## src/rtl/func_input_ctrl_pkg.sv

```systemverilog
// Shared types and bit positions for the push-button / switch front end.
package func_input_pkg;

  // Active display function; the fourth encoding is never entered in normal operation.
  typedef enum logic [1:0] {
    F1        = 2'd0,
    F2        = 2'd1,
    F3        = 2'd2,
    F_ILLEGAL = 2'd3
  } func_state_e;

  localparam int unsigned NUM_FUNCS = 3;

  // func1_instruction = {SW3, SW2, SW1, East}
  localparam int F1_EAST  = 0;
  localparam int F1_SW1   = 1;
  localparam int F1_SW2   = 2;
  localparam int F1_SW3   = 3;

  // func2_instruction = {SW3, East, West, North, South}
  localparam int F2_SOUTH = 0;
  localparam int F2_NORTH = 1;
  localparam int F2_WEST  = 2;
  localparam int F2_EAST  = 3;
  localparam int F2_SW3   = 4;

  // func3_instruction = {East, West, North, South, SW3}
  localparam int F3_SW3   = 0;
  localparam int F3_SOUTH = 1;
  localparam int F3_NORTH = 2;
  localparam int F3_WEST  = 3;
  localparam int F3_EAST  = 4;

  // Round-robin successor; the last legal function and the illegal code both wrap to F1.
  function automatic func_state_e next_func(input func_state_e s);
    if (s >= func_state_e'(2'(NUM_FUNCS - 1))) begin
      return F1;
    end
    return func_state_e'(s + 2'd1);
  endfunction

endpackage

```

## src/rtl/func_input_ctrl_if.sv

```systemverilog
// Raw board inputs and per-function instruction outputs of the front end.
interface func_input_ctrl_if;
  logic       East;
  logic       West;
  logic       North;
  logic       South;
  logic       change;
  logic       SW1;
  logic       SW2;
  logic       SW3;
  logic [1:0] func_index;
  logic [3:0] func1_instruction;
  logic [4:0] func2_instruction;
  logic [4:0] func3_instruction;
  logic       func_changed;

  modport master (
    output East, West, North, South, change, SW1, SW2, SW3,
    input  func_index, func1_instruction, func2_instruction, func3_instruction, func_changed
  );

  modport slave (
    input  East, West, North, South, change, SW1, SW2, SW3,
    output func_index, func1_instruction, func2_instruction, func3_instruction, func_changed
  );
endinterface

```

## src/rtl/func_input_ctrl_debounce_cell.sv

```systemverilog
// One button: 2-flop synchronizer, stable-count debounce and rising-edge pulse.
module debounce_cell #(
  parameter int DEBOUNCE_CYCLES = 500000,
  parameter int CNT_W           = $clog2(DEBOUNCE_CYCLES)
) (
  input  logic sysclk,
  input  logic reset_n,
  input  logic raw,
  output logic pulse
);

  localparam logic [CNT_W-1:0] CNT_LAST = CNT_W'(DEBOUNCE_CYCLES - 1);

  logic             s1_q, s1_d;
  logic             s2_q, s2_d;
  logic             db_q, db_d;
  // db delayed by one cycle, used only for edge detection
  logic             db_dly_q, db_dly_d;
  logic [CNT_W-1:0] cnt_q, cnt_d;

  // Next-state: count consecutive cycles the synchronized level disagrees with db.
  always_comb begin
    s1_d     = raw;
    s2_d     = s1_q;
    db_dly_d = db_q;
    db_d     = db_q;
    cnt_d    = '0;
    if (s2_q != db_q) begin
      if (cnt_q == CNT_LAST) begin
        db_d  = s2_q;
        cnt_d = '0;
      end else begin
        cnt_d = cnt_q + CNT_W'(1);
      end
    end
  end

  // State registers, cleared asynchronously so a reset mid-debounce restarts cleanly.
  always_ff @(posedge sysclk or negedge reset_n) begin
    if (!reset_n) begin
      s1_q     <= 1'b0;
      s2_q     <= 1'b0;
      db_q     <= 1'b0;
      db_dly_q <= 1'b0;
      cnt_q    <= '0;
    end else begin
      s1_q     <= s1_d;
      s2_q     <= s2_d;
      db_q     <= db_d;
      db_dly_q <= db_dly_d;
      cnt_q    <= cnt_d;
    end
  end

  assign pulse = db_q & ~db_dly_q;

endmodule

```

## src/rtl/func_input_ctrl.sv

```systemverilog
// Button/switch front end: debounced pulses, function sequencer, registered instruction buses.
module func_input_ctrl
  import func_input_pkg::*;
#(
  parameter int DEBOUNCE_CYCLES = 500000,
  parameter int CNT_W           = $clog2(DEBOUNCE_CYCLES)
) (
  input logic              sysclk,
  input logic              reset_n,
  func_input_ctrl_if.slave io
);

  localparam int BTN_EAST   = 0;
  localparam int BTN_WEST   = 1;
  localparam int BTN_NORTH  = 2;
  localparam int BTN_SOUTH  = 3;
  localparam int BTN_CHANGE = 4;

  logic [4:0] btn_raw;
  logic [4:0] btn_pulse;
  logic       change_pulse;

  logic [2:0] sw_s1_q, sw_s1_d;
  logic [2:0] sw_s2_q, sw_s2_d;

  func_state_e state_q, state_d;
  logic        changed_q, changed_d;
  logic [3:0]  f1_instr_q, f1_instr_d;
  logic [4:0]  f2_instr_q, f2_instr_d;
  logic [4:0]  f3_instr_q, f3_instr_d;

  assign btn_raw = {io.change, io.South, io.North, io.West, io.East};

  for (genvar i = 0; i < 5; i++) begin : g_btn
    debounce_cell #(
      .DEBOUNCE_CYCLES (DEBOUNCE_CYCLES),
      .CNT_W           (CNT_W)
    ) u_db (
      .sysclk  (sysclk),
      .reset_n (reset_n),
      .raw     (btn_raw[i]),
      .pulse   (btn_pulse[i])
    );
  end

  assign change_pulse = btn_pulse[BTN_CHANGE];

  // Switch synchronizer next-state; switches are levels and need no debounce.
  always_comb begin
    sw_s1_d = {io.SW3, io.SW2, io.SW1};
    sw_s2_d = sw_s1_q;
  end

  // Function FSM next state; the illegal code recovers to F1 on its own.
  always_comb begin
    state_d = state_q;
    if (change_pulse || (state_q == F_ILLEGAL)) begin
      state_d = next_func(state_q);
    end
    changed_d = (state_d != state_q);
  end

  // Instruction buses for the function active next cycle; a change press blanks all of them.
  always_comb begin
    f1_instr_d = '0;
    f2_instr_d = '0;
    f3_instr_d = '0;
    if (!change_pulse) begin
      case (state_d)
        F1: begin
          f1_instr_d[F1_EAST] = btn_pulse[BTN_EAST];
          f1_instr_d[F1_SW1]  = sw_s2_q[0];
          f1_instr_d[F1_SW2]  = sw_s2_q[1];
          f1_instr_d[F1_SW3]  = sw_s2_q[2];
        end
        F2: begin
          f2_instr_d[F2_SOUTH] = btn_pulse[BTN_SOUTH];
          f2_instr_d[F2_NORTH] = btn_pulse[BTN_NORTH];
          f2_instr_d[F2_WEST]  = btn_pulse[BTN_WEST];
          f2_instr_d[F2_EAST]  = btn_pulse[BTN_EAST];
          f2_instr_d[F2_SW3]   = sw_s2_q[2];
        end
        F3: begin
          f3_instr_d[F3_SW3]   = sw_s2_q[2];
          f3_instr_d[F3_SOUTH] = btn_pulse[BTN_SOUTH];
          f3_instr_d[F3_NORTH] = btn_pulse[BTN_NORTH];
          f3_instr_d[F3_WEST]  = btn_pulse[BTN_WEST];
          f3_instr_d[F3_EAST]  = btn_pulse[BTN_EAST];
        end
        default: ;
      endcase
    end
  end

  // State, switch synchronizer and output registers.
  always_ff @(posedge sysclk or negedge reset_n) begin
    if (!reset_n) begin
      sw_s1_q    <= '0;
      sw_s2_q    <= '0;
      state_q    <= F1;
      changed_q  <= 1'b0;
      f1_instr_q <= '0;
      f2_instr_q <= '0;
      f3_instr_q <= '0;
    end else begin
      sw_s1_q    <= sw_s1_d;
      sw_s2_q    <= sw_s2_d;
      state_q    <= state_d;
      changed_q  <= changed_d;
      f1_instr_q <= f1_instr_d;
      f2_instr_q <= f2_instr_d;
      f3_instr_q <= f3_instr_d;
    end
  end

  assign io.func_index        = state_q;
  assign io.func_changed      = changed_q;
  assign io.func1_instruction = f1_instr_q;
  assign io.func2_instruction = f2_instr_q;
  assign io.func3_instruction = f3_instr_q;

endmodule
```

## src/flat_wrapper.sv

```systemverilog
// flat-port wrapper written by rule: the top's interface ports become plain ports
module func_input_ctrl_flat import func_input_pkg::*;
#(
  parameter int DEBOUNCE_CYCLES = 500000,
  parameter int CNT_W           = $clog2(DEBOUNCE_CYCLES)
)
  (sysclk, reset_n, io_East, io_West, io_North, io_South, io_change, io_SW1, io_SW2, io_SW3, io_func_index, io_func1_instruction, io_func2_instruction, io_func3_instruction, io_func_changed);
  func_input_ctrl_if io_i ();
  input logic sysclk;
  input logic reset_n;
  input wire logic [$bits(io_i.East)-1:0] io_East;
  input wire logic [$bits(io_i.West)-1:0] io_West;
  input wire logic [$bits(io_i.North)-1:0] io_North;
  input wire logic [$bits(io_i.South)-1:0] io_South;
  input wire logic [$bits(io_i.change)-1:0] io_change;
  input wire logic [$bits(io_i.SW1)-1:0] io_SW1;
  input wire logic [$bits(io_i.SW2)-1:0] io_SW2;
  input wire logic [$bits(io_i.SW3)-1:0] io_SW3;
  output wire logic [$bits(io_i.func_index)-1:0] io_func_index;
  output wire logic [$bits(io_i.func1_instruction)-1:0] io_func1_instruction;
  output wire logic [$bits(io_i.func2_instruction)-1:0] io_func2_instruction;
  output wire logic [$bits(io_i.func3_instruction)-1:0] io_func3_instruction;
  output wire logic [$bits(io_i.func_changed)-1:0] io_func_changed;
  assign io_i.East = io_East;
  assign io_i.West = io_West;
  assign io_i.North = io_North;
  assign io_i.South = io_South;
  assign io_i.change = io_change;
  assign io_i.SW1 = io_SW1;
  assign io_i.SW2 = io_SW2;
  assign io_i.SW3 = io_SW3;
  assign io_func_index = io_i.func_index;
  assign io_func1_instruction = io_i.func1_instruction;
  assign io_func2_instruction = io_i.func2_instruction;
  assign io_func3_instruction = io_i.func3_instruction;
  assign io_func_changed = io_i.func_changed;
  func_input_ctrl #(.DEBOUNCE_CYCLES(DEBOUNCE_CYCLES), .CNT_W(CNT_W)) u_core (.sysclk(sysclk), .reset_n(reset_n), .io(io_i));
endmodule
```

## config.mk

```make
export PLATFORM = sky130hd
export DESIGN_NAME = func_input_ctrl_flat
export DESIGN_NICKNAME = d
export VERILOG_FILES = /design/src/rtl/func_input_ctrl_pkg.sv /design/src/rtl/func_input_ctrl_if.sv /design/src/rtl/func_input_ctrl_debounce_cell.sv /design/src/rtl/func_input_ctrl.sv /design/src/flat_wrapper.sv
export SDC_FILE = /design/constraint.sdc
export NUM_CORES = 1
export LEC_CHECK = 0
export ABC_CLOCK_PERIOD_IN_PS = 5410
export CAP_MARGIN = 0
export CELL_PAD_IN_SITES_DETAIL_PLACEMENT = 1
export CELL_PAD_IN_SITES_GLOBAL_PLACEMENT = 1
export CORE_ASPECT_RATIO = 0.5
export CORE_UTILIZATION = 52
export DETAILED_ROUTE_END_ITERATION = 6
export PLACE_DENSITY_LB_ADDON = 0.1
export SLEW_MARGIN = 10
export SYNTH_ARGS = -nofsm -noshare
export SYNTH_HDL_FRONTEND = slang
export SYNTH_SLANG_ARGS = --single-unit
export TNS_END_PERCENT = 50
```

## constraint.sdc

```tcl
create_clock -name sysclk -period 5.41 [get_ports sysclk]
set_clock_uncertainty 0.15 [all_clocks]
set_input_delay 0.8115 -clock sysclk [delete_from_list [all_inputs] [get_ports sysclk]]
set_output_delay 0.8115 -clock sysclk [all_outputs]
set_load 0.005 [all_outputs]
```

==> impl_metrics.yaml <==
sta:
  rsz0062_at_grt: "false"
  worst_pin_slew_ns: 0.985
  slew_viol_final: 0
  max_freq_ghz: 0.412
  relSlewSlack_pct: 34.1
  fin_crit_sh_pct: 44.9
  fin_setup_tns_ns: 0
  min_period_ns: 2.43
  report.final.setup_viol: 0
  final-hold-violation-count: 0
cts:
  cts_setup_buffers: 0
  path_clk_slew_ns: 0.06
  cts.path.max_buffers: 2
  clockRootBuffer: "clkbuf_16"
  cts_num_sinks: 138
  hold_buffers: 0
  numCtsBuffers: 17
  ctsResizeCount: 0
  cts_tree: "yes"
  cts.htree.levels: 4
  worstSkewPairLatency_ns: 0.41
worst_setup_path:
  crit_family: "compound AO/OA/AOI/OAI gates"
  r2r-end: "u_core.g_btn[0].u_db.cnt_q[5]"
  cp_max_fo: 18
  worst_ep_arrival_time_ns: 2.53
  crit_chain: "or4_1 > o41ai_4 > nor2_1"
  cp-end-kind: "flip-flop"
  start_kind: "flip-flop"
  critPathBufInv: 0
  required_ns: 5.51
  critical_path.startpoint: "u_core.g_btn[0].u_db.cnt_q[12]"
  slowest_stage: "o41ai_4"
  critPathMaxStageDelay_ns: 0.93
  worstRegToRegCells: 3
  r2r_start: "u_core.g_btn[0].u_db.cnt_q[12]"
  r2r_slack_ns: 2.98
  critical_path_class: "flip-flop to flip-flop"
cells_and_area:
  nFillCells: 1182
  area_delta_synth_final_pct: 16.5
  antenna_cells: 0
  post-route-cell-area_sq_um: 7130
  drive_gt1_share_pct: 8.56
  layout.nets: 623
yosys:
  ys_seq_elements: 138
  synth_flop_cell: "dfrtp_1"
  synth.net_count: 589
  synth_area_leaders: "dfrtp_1 56%, nor2_1 5.1%, xor2_1 5.0%, xnor2_1 4.6%, nand4_1 3.2%"
  synth_top_area_share_pct: 56.4
  yosys.area.top_type: "dfrtp_1"
  yosysWarnings: 0
  synth_edf_count: 0
  yosysSeqAreaShare_pct: 56.4
  syn_inst: 574
  yosysUniqueCellTypes: 47
  ys_async_sr_fraction_pct: 100
  synth_area_sq_um: 6120
  syn_area_per_cell_sq_um: 10.7
global_route:
  grt_pass1_vias: 4899
  overflow: 0
  grt_max_degree: 92
  grt_pass1_wl_microns: 25100
  track_usage_pct: 27.0
  grt_antenna_before_repair: 0
power_and_ir_drop:
  ir_worst_vdd_mv: 0.160
  power.leakage_nw: 2.95
  power.density_nw_per_um2: 325
route:
  drt_iter0_markers: 256
  drtAntennaViolNets: 0
  wire_per_inst_microns: 19.0
  drc: 0
  drtPass1Iterations: 4
  routed_via_density: 5.77
  wl_microns: 14800
  vias: 4488
worst_hold_path:
  holdCritPathClass: "flip-flop to flip-flop"
  whs_path_depth: 0
  min_to: "u_core.g_btn[3].u_db.s2_q"
  hp-start: "u_core.g_btn[3].u_db.s1_q"
floorplanning:
  start_util_pct: 54.6
  core-area_sq_um: 11200
  rows: 27
  fp.dieW_microns: 155
  die_h_microns: 78.7
  dieArea_sq_um: 12200
  pin_count: 27
job:
  maxCapViolations: 0
placement:
  gp_congestion: 0.800
  detailed_place_hpwl_microns: 8810
  portBuffers: 26
  dpl-instance-area_sq_um: 6540
run_status:
  outcome: "finished clean"
[power breakdown]
| group | switching (mW) | total [mW] | internal, mW |
|---|---|---|---|
| combinational | 0.0463 | 0.0677 | 0.0214 |
| clock | 0.429 | 1.18 | 0.754 |
| sequential | 0.0149 | 1.06 | 1.05 |
[state kept, by name (all words and copies together), names as in the netlist, 2 cells and up]
name and cells:
u_core.g_btn.u_db.s2_q 5, u_core.io.func2_instruction 5, u_core.g_btn.u_db.s1_q 5, u_core.sw_s2_q 3, u_core.io.func3_instruction 5, u_core.g_btn.u_db.db_dly_q 5, u_core.g_btn.u_db.cnt_q 95, u_core.g_btn.u_db.db_dly_d 5
u_core.sw_s1_q 3, u_core.io.func_index 2, u_core.io.func1_instruction 4
[metal layers]
metal	GRT usage (%)	routed length, microns	vias up
li1	-	-	2090
met1	33.8	6640	2310
met2	46.8	7540	62
met3	5.35	339	26
met4	10.2	272	0
met5	0	0	-
[cells in the mapped netlist, types with 2 or more instances]
cell / n
nor3_1: 11
xnor2_1: 32
buf_2: 4
or4_4: 2
dfrtp_1: 138
clkbuf_1: 8
inv_1: 17
xor2_1: 35
nor2b_1: 4
mux2_2: 5
nand4_1: 31
nand2b_1: 5
o21ai_0: 9
nor2_1: 83
and2_1: 10
nand3_1: 27
a21oi_1: 23
nor4b_1: 3
nor4_1: 12
and3_1: 4
or3_2: 2
o31ai_1: 13
nand2_1: 34
and4_1: 10
o31ai_2: 2
ha_1: 5
or2_2: 2
or4_1: 15
or3_1: 10
[cell families (layout without fill, tap and decap cells)]
family	after synthesis	count (layout)	synth area share, %
adders and majority gates	5	5	1.02
AOI/OAI and AO/OA	53	53	5.85
muxes	5	5	0.920
xor gates and xnor gates	67	67	9.59
buffers and inverters	32	77	2.25
and+or+nand+nor	274	274	23.9
DFF	138	138	56.4
[per-stage QoR]
| step | worst slack [ns] | power [mW] | cells | hold slack [ns] | utilization [%] |
|---|---|---|---|---|---|
| global placement | 3.05 | 1.14 | 748 | 0.182 | 58.3 |
| finish | 2.98 | 2.32 | 778 | 0.197 | 63.6 |
| floorplan | 3.28 | 1.11 | 574 | 0.181 | - |
| CTS | 2.98 | 2.34 | 778 | 0.199 | 63.6 |
| global route | 2.84 | 2.39 | 778 | 0.206 | 63.6 |
| detailed placement | 3.00 | 1.15 | 748 | 0.186 | 58.3 |
[cell type report]
cell class	instances	area [sq um]	area share (%)
clock buffer	22	474	6.65
timing repair buffer	30	292	4.09
clock inverter	8	119	1.67
multi-input combinational	404	2530	35.5
inverter	17	63.8	0.895
sequential	138	3450	48.4
tap	159	199	2.79
[layout by cell type (no fill, tap or decap), drive strengths merged, types with 2 or more instances in the layout]
cell	synthesis	layout
nor4b	3	3
a21oi	24	24
and3	4	4
o41ai	2	2
nor2	83	83
and2	10	10
nor4	12	12
mux2	5	5
xor2	35	35
inv	17	17
clkbuf	9	22
or3b	2	2
nand4	31	31
nor3	11	11
nand3	28	28
clkinv	0	5
nand2	34	34
ha	5	5
dfrtp	138	138
or4	17	17
nor2b	4	4
o21ai	11	11
or2	3	3
o31ai	15	15
or3	12	12
nand2b	5	5
bufinv	0	3
and4	11	11
clkdlybuf4s50	0	25
xnor2	32	32
buf	6	5
[worst max path at each step]
| stage | depth (start not counted) | end | slack, ns |
|---|---|---|---|
| 6_report | 3 | u_core.g_btn[0].u_db.cnt_q[5] | 2.98 |
| 5_1_grt | 3 | u_core.g_btn[0].u_db.cnt_q[6] | 2.84 |
| 4_1_cts | 3 | u_core.g_btn[0].u_db.cnt_q[5] | 2.98 |
| 2_1_floorplan | 4 | u_core.g_btn[3].u_db.db_dly_d | 3.28 |
| 3_3_place_gp | 3 | u_core.g_btn[0].u_db.cnt_q[7] | 3.05 |
| 3_5_place_dp | 3 | u_core.g_btn[0].u_db.cnt_q[1] | 3.00 |
Power figures use the tool's default switching activity.
